$ cat src/rtl/mmio_uart.sv
// Memory-mapped console/test-status slave for the picorv32 native bus.
// Byte writes to TXDATA are queued in a FIFO and shifted out as 8N1 serial frames.
module mmio_uart #(
  parameter logic [31:0] BASE_ADDR    = 32'h1000_0000,
  parameter int          CLKS_PER_BIT = 16,
  parameter int          FIFO_DEPTH   = 16
) (
  input  logic        clock,
  input  logic        reset,
  input  logic        mem_valid,
  input  logic [31:0] mem_addr,
  input  logic [31:0] mem_wdata,
  input  logic [3:0]  mem_wstrb,
  output logic        mem_ready,
  output logic [31:0] mem_rdata,
  output logic        uart_tx,
  output logic        tests_passed
);

  localparam int PW = $clog2(FIFO_DEPTH);
  localparam int CW = PW + 1;
  localparam int BW = $clog2(CLKS_PER_BIT);
  localparam logic [31:0]   TEST_MAGIC = 32'd123456789;
  localparam logic [BW-1:0] BIT_LAST   = BW'(CLKS_PER_BIT - 1);
  localparam logic [CW-1:0] FIFO_FULL  = CW'(FIFO_DEPTH);

  localparam logic [1:0] OFF_TXDATA = 2'd0;
  localparam logic [1:0] OFF_STATUS = 2'd1;
  localparam logic [1:0] OFF_TEST   = 2'd2;

  typedef enum logic [1:0] {
    ST_IDLE,
    ST_START,
    ST_DATA,
    ST_STOP
  } tx_state_e;

  // Bus handshake: a request is taken on the edge where mem_valid is high, the
  // address is in the window, mem_ready is low and a TXDATA push would not
  // overflow; mem_ready/mem_rdata are then high/valid for exactly the next
  // cycle, and mem_rdata is zero otherwise so the interconnect can OR it.
  logic              mem_ready_q, mem_ready_d;
  logic [31:0]       mem_rdata_q, mem_rdata_d;
  logic              tests_passed_q, tests_passed_d;

  logic [7:0]        fifo_mem_q [FIFO_DEPTH];
  logic [PW-1:0]     wr_ptr_q, wr_ptr_d;
  logic [PW-1:0]     rd_ptr_q, rd_ptr_d;
  logic [CW-1:0]     count_q, count_d;

  tx_state_e         state_q, state_d;
  logic [BW-1:0]     cnt_q, cnt_d;
  logic [2:0]        bit_q, bit_d;
  logic [7:0]        shift_q, shift_d;
  logic              tx_q, tx_d;

  logic              sel;
  logic [1:0]        reg_off;
  logic              is_write;
  logic              push_req;
  logic              full;
  logic              empty;
  logic              busy;
  logic              accept;
  logic              push;
  logic              pop;
  logic              bit_end;
  logic [7:0]        fifo_head;
  logic [7:0]        count_byte;
  logic [31:0]       rdata_mux;
  logic              unused_addr_bits;

  assign unused_addr_bits = ^mem_addr[1:0];

  assign mem_ready    = mem_ready_q;
  assign mem_rdata    = mem_rdata_q;
  assign uart_tx      = tx_q;
  assign tests_passed = tests_passed_q;

  assign fifo_head = fifo_mem_q[rd_ptr_q];
  assign full      = (count_q == FIFO_FULL);
  assign empty     = (count_q == '0);
  assign busy      = (state_q != ST_IDLE);
  assign bit_end   = (cnt_q == BIT_LAST);

  // Bus decode, register read mux and register writes.
  always_comb begin
    sel      = (mem_addr[31:4] == BASE_ADDR[31:4]);
    reg_off  = mem_addr[3:2];
    is_write = |mem_wstrb;
    push_req = (reg_off == OFF_TXDATA) && mem_wstrb[0];
    // A full FIFO holds the push off rather than dropping it.
    accept   = mem_valid && sel && !mem_ready_q && !(push_req && full);
    push     = accept && push_req;

    count_byte = '0;
    count_byte[CW-1:0] = count_q;

    rdata_mux = '0;
    case (reg_off)
      OFF_STATUS: rdata_mux = {16'h0, count_byte, 5'b0, busy, full, empty};
      OFF_TEST:   rdata_mux = {31'b0, tests_passed_q};
      default:    rdata_mux = '0;
    endcase

    mem_ready_d    = accept;
    mem_rdata_d    = accept ? rdata_mux : 32'h0;
    tests_passed_d = tests_passed_q |
                     (accept && is_write && (reg_off == OFF_TEST) &&
                      (mem_wdata == TEST_MAGIC));
  end

  // Transmit FSM: a START/DATA/STOP bit each lasts CLKS_PER_BIT cycles.
  always_comb begin
    state_d = state_q;
    cnt_d   = cnt_q;
    bit_d   = bit_q;
    shift_d = shift_q;
    tx_d    = tx_q;
    pop     = 1'b0;

    case (state_q)
      ST_IDLE: begin
        tx_d  = 1'b1;
        cnt_d = '0;
        if (!empty) begin
          pop     = 1'b1;
          shift_d = fifo_head;
          state_d = ST_START;
          tx_d    = 1'b0;
        end
      end
      ST_START: begin
        if (bit_end) begin
          cnt_d   = '0;
          bit_d   = 3'd0;
          state_d = ST_DATA;
          tx_d    = shift_q[0];
        end else begin
          cnt_d = cnt_q + BW'(1);
        end
      end
      ST_DATA: begin
        if (bit_end) begin
          cnt_d = '0;
          if (bit_q == 3'd7) begin
            state_d = ST_STOP;
            tx_d    = 1'b1;
          end else begin
            bit_d   = bit_q + 3'd1;
            shift_d = {1'b0, shift_q[7:1]};
            tx_d    = shift_q[1];
          end
        end else begin
          cnt_d = cnt_q + BW'(1);
        end
      end
      ST_STOP: begin
        if (bit_end) begin
          cnt_d = '0;
          // Chain straight into the next start bit when more data is queued.
          if (!empty) begin
            pop     = 1'b1;
            shift_d = fifo_head;
            state_d = ST_START;
            tx_d    = 1'b0;
          end else begin
            state_d = ST_IDLE;
            tx_d    = 1'b1;
          end
        end else begin
          cnt_d = cnt_q + BW'(1);
        end
      end
      default: begin
        state_d = ST_IDLE;
        cnt_d   = '0;
        tx_d    = 1'b1;
      end
    endcase
  end

  // FIFO pointers and occupancy.
  always_comb begin
    wr_ptr_d = push ? wr_ptr_q + PW'(1) : wr_ptr_q;
    rd_ptr_d = pop  ? rd_ptr_q + PW'(1) : rd_ptr_q;
    case ({push, pop})
      2'b10:   count_d = count_q + CW'(1);
      2'b01:   count_d = count_q - CW'(1);
      default: count_d = count_q;
    endcase
  end

  always_ff @(posedge clock) begin
    if (push) begin
      fifo_mem_q[wr_ptr_q] <= mem_wdata[7:0];
    end
  end

  always_ff @(posedge clock or posedge reset) begin
    if (reset) begin
      mem_ready_q    <= 1'b0;
      mem_rdata_q    <= 32'h0;
      tests_passed_q <= 1'b0;
      wr_ptr_q       <= '0;
      rd_ptr_q       <= '0;
      count_q        <= '0;
      state_q        <= ST_IDLE;
      cnt_q          <= '0;
      bit_q          <= 3'd0;
      shift_q        <= 8'h00;
      tx_q           <= 1'b1;
    end else begin
      mem_ready_q    <= mem_ready_d;
      mem_rdata_q    <= mem_rdata_d;
      tests_passed_q <= tests_passed_d;
      wr_ptr_q       <= wr_ptr_d;
      rd_ptr_q       <= rd_ptr_d;
      count_q        <= count_d;
      state_q        <= state_d;
      cnt_q          <= cnt_d;
      bit_q          <= bit_d;
      shift_q        <= shift_d;
      tx_q           <= tx_d;
    end
  end

endmodule

$ cat config.mk
export PLATFORM = sky130hd
export DESIGN_NAME = mmio_uart
export DESIGN_NICKNAME = d
export VERILOG_FILES = /design/src/rtl/mmio_uart.sv
export SDC_FILE = /design/constraint.sdc
export NUM_CORES = 1
export LEC_CHECK = 0
export ABC_CLOCK_PERIOD_IN_PS = 3150
export BUFFER_PORTS_ARGS = -buffer_cell sky130_fd_sc_hd__buf_2
export CORE_ASPECT_RATIO = 1.4
export CORE_MARGIN = 2
export CORE_UTILIZATION = 44
export CTS_CLUSTER_SIZE = 25
export DETAILED_ROUTE_END_ITERATION = 10
export PLACE_DENSITY = 0.63
export SETUP_SLACK_MARGIN = 0.5
export SYNTH_ARGS = -nofsm -noshare
export SYNTH_HDL_FRONTEND = slang
export SYNTH_SLANG_ARGS = --single-unit
$ cat constraint.sdc
create_clock -name clock -period 3.15 [get_ports clock]
set_input_delay 0.63 -clock clock [delete_from_list [all_inputs] [get_ports clock]]
set_output_delay 0.63 -clock clock [all_outputs]
set_load 0.02 [all_outputs]
### Word level (Yosys, flattened, before mapping)

Memory sizes are Yosys's and may differ from the RTL's.
Cells that the tools add are included.

* register bits after elaboration: 65
* bits in writable memories: 128
* bits of input ports: 71
* output and inout bits: 35
* word-level logic and storage cells: 93
* memories kept: 1

* add/sub/neg operators: 6
* equal/unequal tests: 18
* mux-type cells: 32
* bitwise gates (word level): 1
* reduce and logical (&&, ||, !) cells: 24

Memory list
* fifo_mem_q: words 16, bits a word 8, read ports 1, clocked after memory_dff 0, wr ports 1, RTL line 46 `logic [7:0] fifo_mem_q [FIFO_DEPTH];`

Operator list (number)
* $eq 32x27->1 const B: 1
* $mux 32: 1
* $mux 8: 4
* $eq 28x25->1 const B: 1
* $pmux 13 s2: 1
* $pmux 8 s3: 1
* $add 4x1->4 const B: 3
* $ne 2x2->1 const B: 6
* $mux 1: 10
* $mux 2: 5
* $pmux 5 s2: 1
* $logic_and 1x1->1: 9
* $mux 3: 3
* $eq 2x2->1 const B: 4
* $pmux 2 s4: 1
* $pmux 4 s2: 1
* $reduce_and 4->1: 2
* $eq 2x1->1 const B: 3
* $pmux 3 s2: 1
* $reduce_bool 2->1: 3
* $add 5x1->5 const B: 1
* $eq 5x5->1 const B: 1
* $logic_not 5->1: 1
* $reduce_and 5->1: 1
* other kinds (14): 16

### Longest topological paths before layout

Gate-level depths: netlist of the first run.

* depth in word-level cells: 9
* gate-level depth with buffers: 14
* gate-level depth less buffers: 14

### Least setup slack after synthesis of the first run

OpenSTA, ideal clock, no wires.

* path kind: input port to flip-flop
* start point: in mem_addr[31]
* end point: reg count_q[4]
* library setup time: 80 ps
* data arrival time: 2847 ps
* required time: 3070 ps
* slack: 223 ps
* cell stages on the path: 11
* buffers on the path: 0
* cell sequence: nor4bb_1 > nand4_1 > nor3_1 > inv_1 > ha_1 > ha_1 > nor2b_1 > o21ai_0 > a21oi_1 > nor3_1 > xnor2_1

* longest elaborated chain between the ends: 7
* elaborated cells on any way between the ends: 9
* classes of those cells: eq/ne: 3; mux: 1; reduce/logical: 5

RTL lines
* start: declaration: RTL line 11 `input logic [31:0] mem_addr,`
* $eq 28x25->1 *: RTL line 88 `sel = (mem_addr[31:4] == BASE_ADDR[31:4]);`
* $logic_and 1x1->1 * (3 in series): RTL line 93 `accept = mem_valid && sel && !mem_ready_q && !(push_req && full);`
* $logic_and 1x1->1 *: RTL line 94 `push = accept && push_req;`
* $eq 2x1->1 / $eq 2x2->1 (equally long branches): RTL line 187 `case ({push, pop})`
* $pmux 5 s2 / $reduce_bool 2->1 (equally long branches)
* end signal: assignment: RTL line 219 `count_q <= count_d;`
* end: declaration: RTL line 49 `logic [CW-1:0] count_q, count_d;`

Every way passes the cells marked *; elsewhere a longest branch is shown, timed or not.
A chain may end at the register's enable or synchronous reset.

### Final worst setup path of the first run

* start point: reg count_q[2]
* end point: reg count_q[4]

* longest elaborated chain between the ends: 7
* elaborated cells on any way between the ends: 15
* classes of those cells: add/sub: 2; eq/ne: 3; mux: 4; reduce/logical: 6

RTL lines
* parallel branches: the longest is 7 deep, another holds $logic_not 5->1

Several ways; the timed one is not identified.

==> flow_metrics.env, run 1 <==
export IMPL_slew_violations=0
export IMPL_period_share=0.853
export IMPL_cp_top_family="simple AND/OR/NAND/NOR gates"
export IMPL_p_per_area_mw_per_mm2=538
export IMPL_p_leak_nw=3.44
export IMPL_critPathSlowestCell="or4_4"
export IMPL_num_vias=4324
export IMPL_critPathLaunchType="flop"
export IMPL_antenna_cells=0
export IMPL_ys_ff_latch=169
export IMPL_synth_largest_area_cell="edfxtp_1"
export IMPL_drive_above_1_share=0.309
export IMPL_cp_num_buf_inv=2
export IMPL_synthDistinctLibCells=52
export IMPL_nFillCells=1355
export IMPL_tightest_slew_ns=0.759
export IMPL_routabilityCongestion=0.822
export IMPL_grt_max_degree=31
export IMPL_clockPowerShare=0.472
export IMPL_antenna_found_initial=0
export IMPL_p_total_mw=4.77
export IMPL_relSlewSlack=0.494
export IMPL_drtIter0Drc=316
export IMPL_worstSetupPathDepth=12
export IMPL_synth_warnings=0
export IMPL_synth_area_per_cell_um2=15.6
export IMPL_finalClockSkew_ns=0.0248
export IMPL_fp_dieW_um=114
export IMPL_hpwl_um=10800
export IMPL_p_switching_mw=1.03
export IMPL_worstSetupEndpoint="count_q[4]"
export IMPL_finalSetupViolations=0
export IMPL_first_pass_iters=4
export IMPL_nets=675
export IMPL_cts_root_buf="clkbuf_16"
export IMPL_status="complete, no violations"
export IMPL_rrSetupSlack_ns=0.46
export IMPL_synth_edff_count=128
export IMPL_die_area_mm2=0.0179
export IMPL_fin_area_mm2=0.00885
export IMPL_cts_sinks=169
export IMPL_swShare=0.216
export IMPL_routed_wl_um=15600
export IMPL_ys_seq_area_frac=0.656
export IMPL_synthTopCellsByCount="128 x edfxtp_1, 40 x dfrtp_1, 26 x buf_4, 26 x mux4_2, 22 x inv_1"
export IMPL_fin_crit_ns=2.69
export IMPL_track_usage=0.186
export IMPL_slowest_delay_ns=0.58
export IMPL_crit_fanout=4
export IMPL_core_area_mm2=0.0167
export IMPL_drv_cap=0
export IMPL_avgRoutedWirePerCell_um=19.5
export IMPL_crit_start="count_q[2]"
export IMPL_hold_path_class="in2async"
export IMPL_rows=56
export IMPL_numCtsBuffers=17
export IMPL_r2r_start="count_q[2]"
export IMPL_vias_per_cell=5.41
export IMPL_synthDominantCellAreaShare=0.518
export IMPL_final_core_util=0.531
export IMPL_synthArstFlopShare=0.243
export IMPL_synth_ff_type="edfxtp_1"
export IMPL_grt_pass1_vias=4677
export IMPL_reg2regPathDepth=12
export IMPL_syn_to_final_growth_pct=19.2
export IMPL_die_y_um=158
export IMPL_layout_setup_ws_ns=0.462
export IMPL_syn_area_mm2=0.00743
export IMPL_p_comb_frac=0.025
export IMPL_cp_end_kind="flop"
export IMPL_grt_first_pass_wirelength_um=24800
export IMPL_p_int_mw=3.74
export IMPL_initial_utilization=0.445
export IMPL_synth_cells=477
export IMPL_r2r_end="count_q[4]"
export IMPL_rsz0062_at_grt="true"
export IMPL_synth_area_leaders="edfxtp_1 52%, dfrtp_1 13%, mux4_2 7.9%"
export IMPL_placed_cell_area_mm2=0.00813
export IMPL_ir_drop_mv=0.405
export IMPL_hold_viol=0
export IMPL_insertion_delay_ns=0.43
export IMPL_portBuffers=79
export IMPL_p_seq_frac=0.503
export IMPL_drc=0
export IMPL_fmax_mhz=372
export IMPL_place_ws_ns=0.261
export IMPL_worstPathRequired_ns=3.50
export IMPL_cts_tree="done"
export IMPL_ant_nets=0
export IMPL_grt_overflow=0
export IMPL_cts_buffer_depth=2
export IMPL_worstPathCellList="or4_4 -> o21ai_4 -> nor3_4 -> inv_2 -> ha_4 -> inv_4 -> fa_2 -> nor2b_2 -> o21ai_2 -> and3_1 -> nor3_2 -> xnor2_1"
export IMPL_arrival_ns=3.04
export IMPL_finalSetupTns_ns=0
export IMPL_clk_pin_slew_worst_paths_ns=0.07
export IMPL_path_class="reg2reg"
export IMPL_synth_most_common_cell="edfxtp_1"
export IMPL_cts_max_level=4
export IMPL_io_pins=106
==> sequential cells by signal, indices dropped and copies added, names as in the netlist <==
signal	cells
bit_q	3
cnt_q	4
count_q	5
fifo_mem_q	128
mem_rdata	8
mem_ready	1
rd_ptr_q	4
shift_q	8
state_q	2
tests_passed	1
uart_tx	1
wr_ptr_q	4
==> cell usage in the layout, fill, tap and decap left out, types with 10 or more instances in the layout <==
cell | Yosys | final
buf_4 | 26 | 22
dfrtp_1 | 40 | 38
edfxtp_1 | 128 | 128
inv_1 | 22 | 20
buf_2 | 4 | 79
a21oi_1 | 21 | 21
ha_1 | 20 | 18
conb_1 | 1 | 24
a22oi_1 | 10 | 10
nand2_1 | 20 | 20
clkbuf_16 | 0 | 17
o21ai_0 | 14 | 13
and2_1 | 13 | 13
mux4_2 | 26 | 26
nor2_1 | 17 | 17
==> repair_timing <==
| action | in CTS | in global routing |
|---|---|---|
| pin swaps | 2 | 8 |
| endpoints found under the setup margin | 1 | 2 |
| buffers inserted | 5 | 2 |
| hold buffers | 0 | 0 |
| resized for setup | 2 | 6 |
==> stage by stage <==
stage	hold slack, ns	std cells
floorplan	0.445	500
global placement	0.466	760
detailed placement	0.466	760
CTS	0.337	797
global route	0.373	799
finish	0.323	799
==> worst register-to-register path, cell delays in order, from the launching register on <==
cell     delay [ns]
dfrtp_2        0.40
or4_4          0.58
o21ai_4        0.20
nor3_4         0.05
inv_2          0.08
ha_4           0.18
inv_4          0.05
fa_2           0.40
nor2b_2        0.13
o21ai_2        0.08
and3_1         0.15
nor3_2         0.19
xnor2_1        0.13
==> how the worst min path moves through the flow <==
| stage | slack, ns | cells past startpoint | endpoint | startpoint |
|---|---|---|---|---|
| 4_1_cts | 0.34 | 2 | rd_ptr_q[2] | reset |
| 6_report | 0.32 | 2 | count_q[1] | reset |
| 3_3_place_gp | 0.47 | 1 | wr_ptr_q[2] | wr_ptr_q[2] |
| 3_5_place_dp | 0.47 | 1 | wr_ptr_q[2] | wr_ptr_q[2] |
| 5_1_grt | 0.37 | 2 | count_q[3] | reset |
| 2_1_floorplan | 0.44 | 1 | wr_ptr_q[2] | wr_ptr_q[2] |
==> cell type report <==
| class | count | area [um2] | area share |
|---|---|---|---|
| Clock inverter | 15 | 223 | 0.0252 |
| Multi-Input combinational cell | 269 | 2370 | 0.268 |
| Clock buffer | 17 | 425 | 0.0480 |
| Tap cell | 203 | 254 | 0.0287 |
| Sequential cell | 169 | 4870 | 0.550 |
| Inverter | 22 | 85.1 | 0.00961 |
| Timing Repair Buffer | 104 | 621 | 0.0701 |
==> metal layers <==
metal  track usage  vias up  share of wire  routed length (um)
li1              -     1998              -                   -
met1         0.203     2198           0.38                5990
met2         0.352      102           0.56                8780
met3        0.0348       26          0.031                 475
met4        0.0796        0          0.021                 329
met5             0        -              0                   0
==> power groups by stage <==
| stage | clock network [mW] | registers (mW) | logic [mW] |
|---|---|---|---|
| 2_1_floorplan | 0 | 2.45 | 0.0661 |
| 3_3_place_gp | 0 | 2.45 | 0.116 |
| 3_5_place_dp | 0 | 2.45 | 0.121 |
| 4_1_cts | 2.29 | 2.40 | 0.122 |
| 5_1_grt | 2.37 | 2.40 | 0.135 |
| 6_report | 2.25 | 2.40 | 0.121 |
==> logic make-up after synthesis <==
kind of cell	synth area share
compound gates	0.0536
xor+xnor	0.0130
fa+ha+maj	0.0364
buf+inv	0.0483
flops	0.656
mux	0.107
other cells	0.000505
simple gates	0.0856
(Power assumes the default switching activity.)
==> inputs of run 2 (changes only) <==
--- a/config.mk
+++ b/config.mk
@@ -13,6 +13,7 @@
 export CTS_CLUSTER_SIZE = 25
 export DETAILED_ROUTE_END_ITERATION = 10
+export MAX_ROUTING_LAYER = met4
 export PLACE_DENSITY = 0.63
-export SETUP_SLACK_MARGIN = 0.5
+export SETUP_SLACK_MARGIN = 0.15
 export SYNTH_ARGS = -nofsm -noshare
 export SYNTH_HDL_FRONTEND = slang
==> constraint.sdc (replaced) <==
create_clock -name clock -period 3.15 [get_ports clock]
set_input_delay 0.315 -clock clock [delete_from_list [all_inputs] [get_ports clock]]
set_output_delay 0.315 -clock clock [all_outputs]
set_load 0.02 [all_outputs]
==> run 2 against run 1 <==
  * Global-route usage increased by 0.10 points
  * Critical path type unchanged
  * Largest cell class unchanged
  * Highest routed layer unchanged
  * Combinational power down 4%
  * Wire length fell by 0.36%
==> flow_metrics.env, run 2 (synthesis results as in run 1) <==
export IMPL_fp_dieW_um=114
export IMPL_fin_area_mm2=0.00865
export IMPL_cts_root_buf="clkbuf_16"
export IMPL_hold_viol=0
export IMPL_slew_violations=0
export IMPL_critPathLaunchType="flop"
export IMPL_r2r_start="count_q[1]"
export IMPL_routed_wl_um=15500
export IMPL_finalClockSkew_ns=0.00952
export IMPL_drtIter0Drc=318
export IMPL_antenna_cells=0
export IMPL_drive_above_1_share=0.282
export IMPL_nets=671
export IMPL_nFillCells=1393
export IMPL_largest_register="fifo_mem_q"
export IMPL_drv_cap=0
export IMPL_routabilityCongestion=0.839
export IMPL_track_usage=0.187
export IMPL_grt_busiest_layer="met2"
export IMPL_vias_per_cell=5.43
export IMPL_layout_cells_most_common="edfxtp_1"
export IMPL_crit_fanout=5
export IMPL_final_core_util=0.519
export IMPL_grt_met1_usage=0.203
export IMPL_largest_register_ffs=128
export IMPL_avgRoutedWirePerCell_um=19.5
export IMPL_ir_drop_mv=0.327
export IMPL_initial_utilization=0.445
export IMPL_final_cell_mix="128 x edfxtp_1, 79 x buf_2, 39 x dfrtp_1"
export IMPL_num_vias=4319
export IMPL_p_per_area_mw_per_mm2=518
export IMPL_rows=56
export IMPL_rsz0062_at_grt="false"
export IMPL_first_pass_iters=5
export IMPL_fmax_mhz=354
export IMPL_finalSetupViolations=0
export IMPL_cts_sinks=169
export IMPL_p_leak_nw=3.34
export IMPL_grt_overflow=0
export IMPL_cts_setup_buffers=0
export IMPL_drc=0
export IMPL_rrSetupSlack_ns=0.32
export IMPL_hold_path_class="in2async"
export IMPL_relSlewSlack=0.427
export IMPL_syn_to_final_growth_pct=16.4
export IMPL_antenna_found_initial=0
export IMPL_hpwl_um=10900
export IMPL_ant_nets=0
export IMPL_tightest_slew_ns=0.859
export IMPL_worstPathRequired_ns=3.49
export IMPL_cp_end_kind="flop"
export IMPL_grt_pass1_vias=4451
export IMPL_arrival_ns=3.17
export IMPL_portBuffers=79
export IMPL_status="complete, no violations"
export IMPL_grt_first_pass_wirelength_um=24000
export IMPL_die_area_mm2=0.0179
export IMPL_use_met2=0.340
export IMPL_io_pins=106
export IMPL_period_share=0.897
export IMPL_r2r_end="count_q[4]"
export IMPL_placed_cell_area_mm2=0.00806
export IMPL_cts_buffer_depth=2
export IMPL_grt_max_degree=31
export IMPL_clk_pin_slew_worst_paths_ns=0.06
export IMPL_fin_crit_ns=2.83
export IMPL_grt_met3_usage=0.0383
export IMPL_finalSetupTns_ns=0
export IMPL_cts_max_level=4
export IMPL_reg2regPathDepth=12
export IMPL_insertion_delay_ns=0.42
export IMPL_path_class="reg2reg"
export IMPL_core_area_mm2=0.0167
export IMPL_numCtsBuffers=17
export IMPL_cts_tree="done"
export IMPL_die_y_um=158
## run 2: worst max path at each step
stage | from | end | slack, ns | cells past startpoint
after floorplan | count_q[0] | count_q[4] | 0.34 | 12
after detailed placement | count_q[1] | count_q[4] | 0.12 | 12
after global routing | count_q[1] | count_q[4] | 0.18 | 12
final | count_q[1] | count_q[4] | 0.32 | 12
after global placement | count_q[1] | count_q[4] | 0.19 | 12
after CTS | count_q[1] | count_q[4] | 0.17 | 12
## run 2: power breakdown
| part | switching [mW] | internal, mW | leakage [nW] |
|---|---|---|---|
| registers | 0.00000000244 | 2.40 | 1.67 |
| logic | 0.0785 | 0.0372 | 1.40 |
| clock network | 0.862 | 1.10 | 0.271 |
| total | 0.941 | 3.54 | 3.34 |
## run 2: layout make-up
| type | instances | area (um2) | share of cell area |
|---|---|---|---|
| Inverter | 22 | 82.6 | 0.00955 |
| Sequential cell | 169 | 4870 | 0.563 |
| Clock inverter | 15 | 143 | 0.0165 |
| Tap cell | 203 | 254 | 0.0294 |
| Clock buffer | 17 | 425 | 0.0492 |
| Multi-Input combinational cell | 269 | 2310 | 0.267 |
| Timing Repair Buffer | 100 | 566 | 0.0654 |
## run 2: through the flow
stage / hold slack [ns] / std cells / power, mW / setup WS, ns
2_1_floorplan: 0.414 / 500 / 2.51 / 0.340
3_3_place_gp: 0.465 / 763 / 2.56 / 0.189
3_5_place_dp: 0.474 / 763 / 2.56 / 0.116
4_1_cts: 0.0505 / 795 / 4.52 / 0.175
5_1_grt: 0.0990 / 795 / 4.62 / 0.184
6_report: 0.0437 / 795 / 4.48 / 0.323
## run 2: layer usage
metal / up-vias / wire length, um
met4: 0 / 309
met5: - / 0
met2: 124 / 8520
met1: 2188 / 6060
li1: 1988 / -
met3: 19 / 630
## run 2: timing repair
action / in CTS / in global routing
endpoints found under the setup margin: 1 / 1
hold buffers: 0 / 0
pin swaps: 0 / 1
resized for setup: 1 / 4
## run 2: critical path, cell delays in order (launching register included)
cell	delay [ns]
dfrtp_1	0.43
or4_4	0.58
o21ai_4	0.20
nor3_1	0.08
inv_1	0.07
ha_2	0.21
inv_1	0.08
fa_1	0.41
nor2b_1	0.12
o21ai_0	0.10
and3_1	0.21
nor3_2	0.12
xnor2_1	0.13
==> inputs of run 3 (changes only) <==
BUFFER_PORTS_ARGS = not set   (was -buffer_cell sky130_fd_sc_hd__buf_2)
DONT_BUFFER_PORTS = 1   (was not set)
PLACE_DENSITY = 0.58   (was 0.63)
==> run 3 against run 2 <==
  * Non-clock buffer count decreased by 63
  * Count of clock-buffer cells in the layout unchanged
  * Critical path depth unchanged
  * Design area shrank 2.3%
  * Via count fell by 4.8%
  * Clock power up 8%
  * Utilization decreased by 1.2 points
  * Largest power group unchanged
==> flow_metrics.env, run 3 (synthesis results as in run 1) <==
export IMPL_ant_nets=0
export IMPL_tightest_slew_ns=0.869
export IMPL_largest_register="fifo_mem_q"
export IMPL_path_class="reg2reg"
export IMPL_critPathSlowestCell="or4_4"
export IMPL_cts_max_level=4
export IMPL_rsz0062_at_grt="false"
export IMPL_numCtsBuffers=17
export IMPL_reg2regPathDepth=12
export IMPL_slowest_delay_ns=0.57
export IMPL_io_pins=106
export IMPL_worstSetupEndpoint="count_q[4]"
export IMPL_cts_tree="done"
export IMPL_nFillCells=1386
export IMPL_core_area_mm2=0.0167
export IMPL_cts_root_buf="clkbuf_16"
export IMPL_r2r_end="count_q[4]"
export IMPL_crit_start="count_q[1]"
export IMPL_status="complete, no violations"
export IMPL_finalSetupViolations=0
export IMPL_critPathLaunchType="flop"
export IMPL_rows=56
export IMPL_cts_buffer_depth=2
export IMPL_antenna_cells=0
export IMPL_worstPathCellList="or4_4 -> o21ai_4 -> nor3_2 -> inv_1 -> ha_4 -> inv_1 -> fa_2 -> nor2b_1 -> o21ai_0 -> and3_1 -> nor3_2 -> xnor2_1"
export IMPL_finalSetupTns_ns=0
export IMPL_r2r_start="count_q[1]"
export IMPL_die_y_um=158
export IMPL_final_cell_mix="128 x edfxtp_1, 38 x dfrtp_1, 28 x buf_4"
export IMPL_drtIter0Drc=419
export IMPL_finalClockSkew_ns=0.00872
export IMPL_track_usage=0.194
export IMPL_num_vias=4112
export IMPL_period_share=0.890
export IMPL_hold_path_class="in2reg"
export IMPL_p_leak_nw=3.09
export IMPL_arrival_ns=3.16
export IMPL_relSlewSlack=0.420
export IMPL_fmax_mhz=357
export IMPL_vias_per_cell=5.62
export IMPL_crit_fanout=5
export IMPL_hold_start="mem_wdata[14]"
export IMPL_nets=608
export IMPL_cp_end_kind="flop"
export IMPL_grt_max_degree=24
export IMPL_grt_pass1_vias=4240
export IMPL_first_pass_iters=6
export IMPL_grt_overflow=0
export IMPL_initial_utilization=0.445
export IMPL_fin_crit_ns=2.80
export IMPL_worstPathRequired_ns=3.51
export IMPL_syn_to_final_growth_pct=13.7
export IMPL_layout_cells_most_common="edfxtp_1"
export IMPL_insertion_delay_ns=0.43
export IMPL_drv_cap=0
export IMPL_slew_violations=0
export IMPL_routed_wl_um=15900
export IMPL_antenna_found_initial=1
export IMPL_p_per_area_mw_per_mm2=545
export IMPL_routabilityCongestion=0.780
export IMPL_p_total_mw=4.61
export IMPL_avgRoutedWirePerCell_um=21.7
export IMPL_die_area_mm2=0.0179
export IMPL_portBuffers=0
export IMPL_hold_viol=0
export IMPL_drive_above_1_share=0.189
export IMPL_hpwl_um=10700
export IMPL_rrSetupSlack_ns=0.35
export IMPL_largest_register_ffs=128
export IMPL_ir_drop_mv=0.368
export IMPL_cts_sinks=169
export IMPL_clk_pin_slew_worst_paths_ns=0.07
export IMPL_grt_first_pass_wirelength_um=24600
export IMPL_drc=0
export IMPL_fp_dieW_um=114
## run 3: cell types whose count changed in the layout (fill, tap and decap cells not counted), sizes merged
cell	before	now
bufinv	1	2
buf	100	28
dlygate4sd3	0	9
inv	27	29
clkinv	6	3
## run 3: layer usage
layer | GRT usage | share of wire
met1 | 0.229 | 0.40
met2 | 0.336 | 0.54
met3 | 0.0383 | 0.038
met4 | 0.0656 | 0.019
met5 | - | 0
## run 3: worst max-delay path: cells and delay by family (launching register included)
| family | cells | cell delay (ns) |
|---|---|---|
| AND/OR/NAND/NOR | 5 | 1.19 |
| XOR/XNOR | 1 | 0.13 |
| flip-flops | 1 | 0.43 |
| buffers and inverters | 2 | 0.17 |
| adder cells (fa/ha/maj) | 2 | 0.51 |
| AO/OA/AOI/OAI | 2 | 0.30 |
## run 3: worst min path at each step
| stage | to | slack, ns | cells past startpoint |
|---|---|---|---|
| floorplan | fifo_mem_q[0][0] | 0.41 | 0 |
| global placement | state_q[1] | 0.42 | 1 |
| detailed placement | fifo_mem_q[13][3] | 0.41 | 0 |
| CTS | tests_passed | 0.18 | 3 |
| global route | tests_passed | 0.21 | 3 |
| finish | tests_passed | 0.19 | 3 |
## run 3: area by class of cell
cell class,instances,area (um2),area share
Clock buffer,17,425,0.0504
Tap cell,203,254,0.0301
Multi-Input combinational cell,269,2330,0.276
Timing Repair Buffer,37,300,0.0355
Clock inverter,15,183,0.0216
Inverter,22,82.6,0.00977
Sequential cell,169,4870,0.577
## run 3: report_power, final
group,total [mW],switching [mW],internal [mW]
clock,2.13,0.928,1.20
combinational,0.0826,0.0647,0.0179
sequential,2.40,0.00000000243,2.40
total,4.61,0.993,3.61
## run 3: through the flow
step	std cells	setup slack (ns)	cell area, um2	hold WS [ns]	util
3_3_place_gp	687	0.0313	7670	0.415	0.460
3_5_place_dp	687	-0.110	7670	0.415	0.460
2_1_floorplan	500	0.340	7510	0.414	-
4_1_cts	729	0.207	8400	0.185	0.504
6_report	732	0.346	8450	0.194	0.507
5_1_grt	732	0.160	8450	0.209	0.507
## run 3: repair_timing
action | 4_1_cts | 5_1_grt
setup buffers | 1 | 3
hold endpoints to repair | 150 | 0
pin swaps | 1 | 3
gates resized for setup | 5 | 5
hold buffers | 9 | 0
endpoints found under the setup margin | 1 | 1
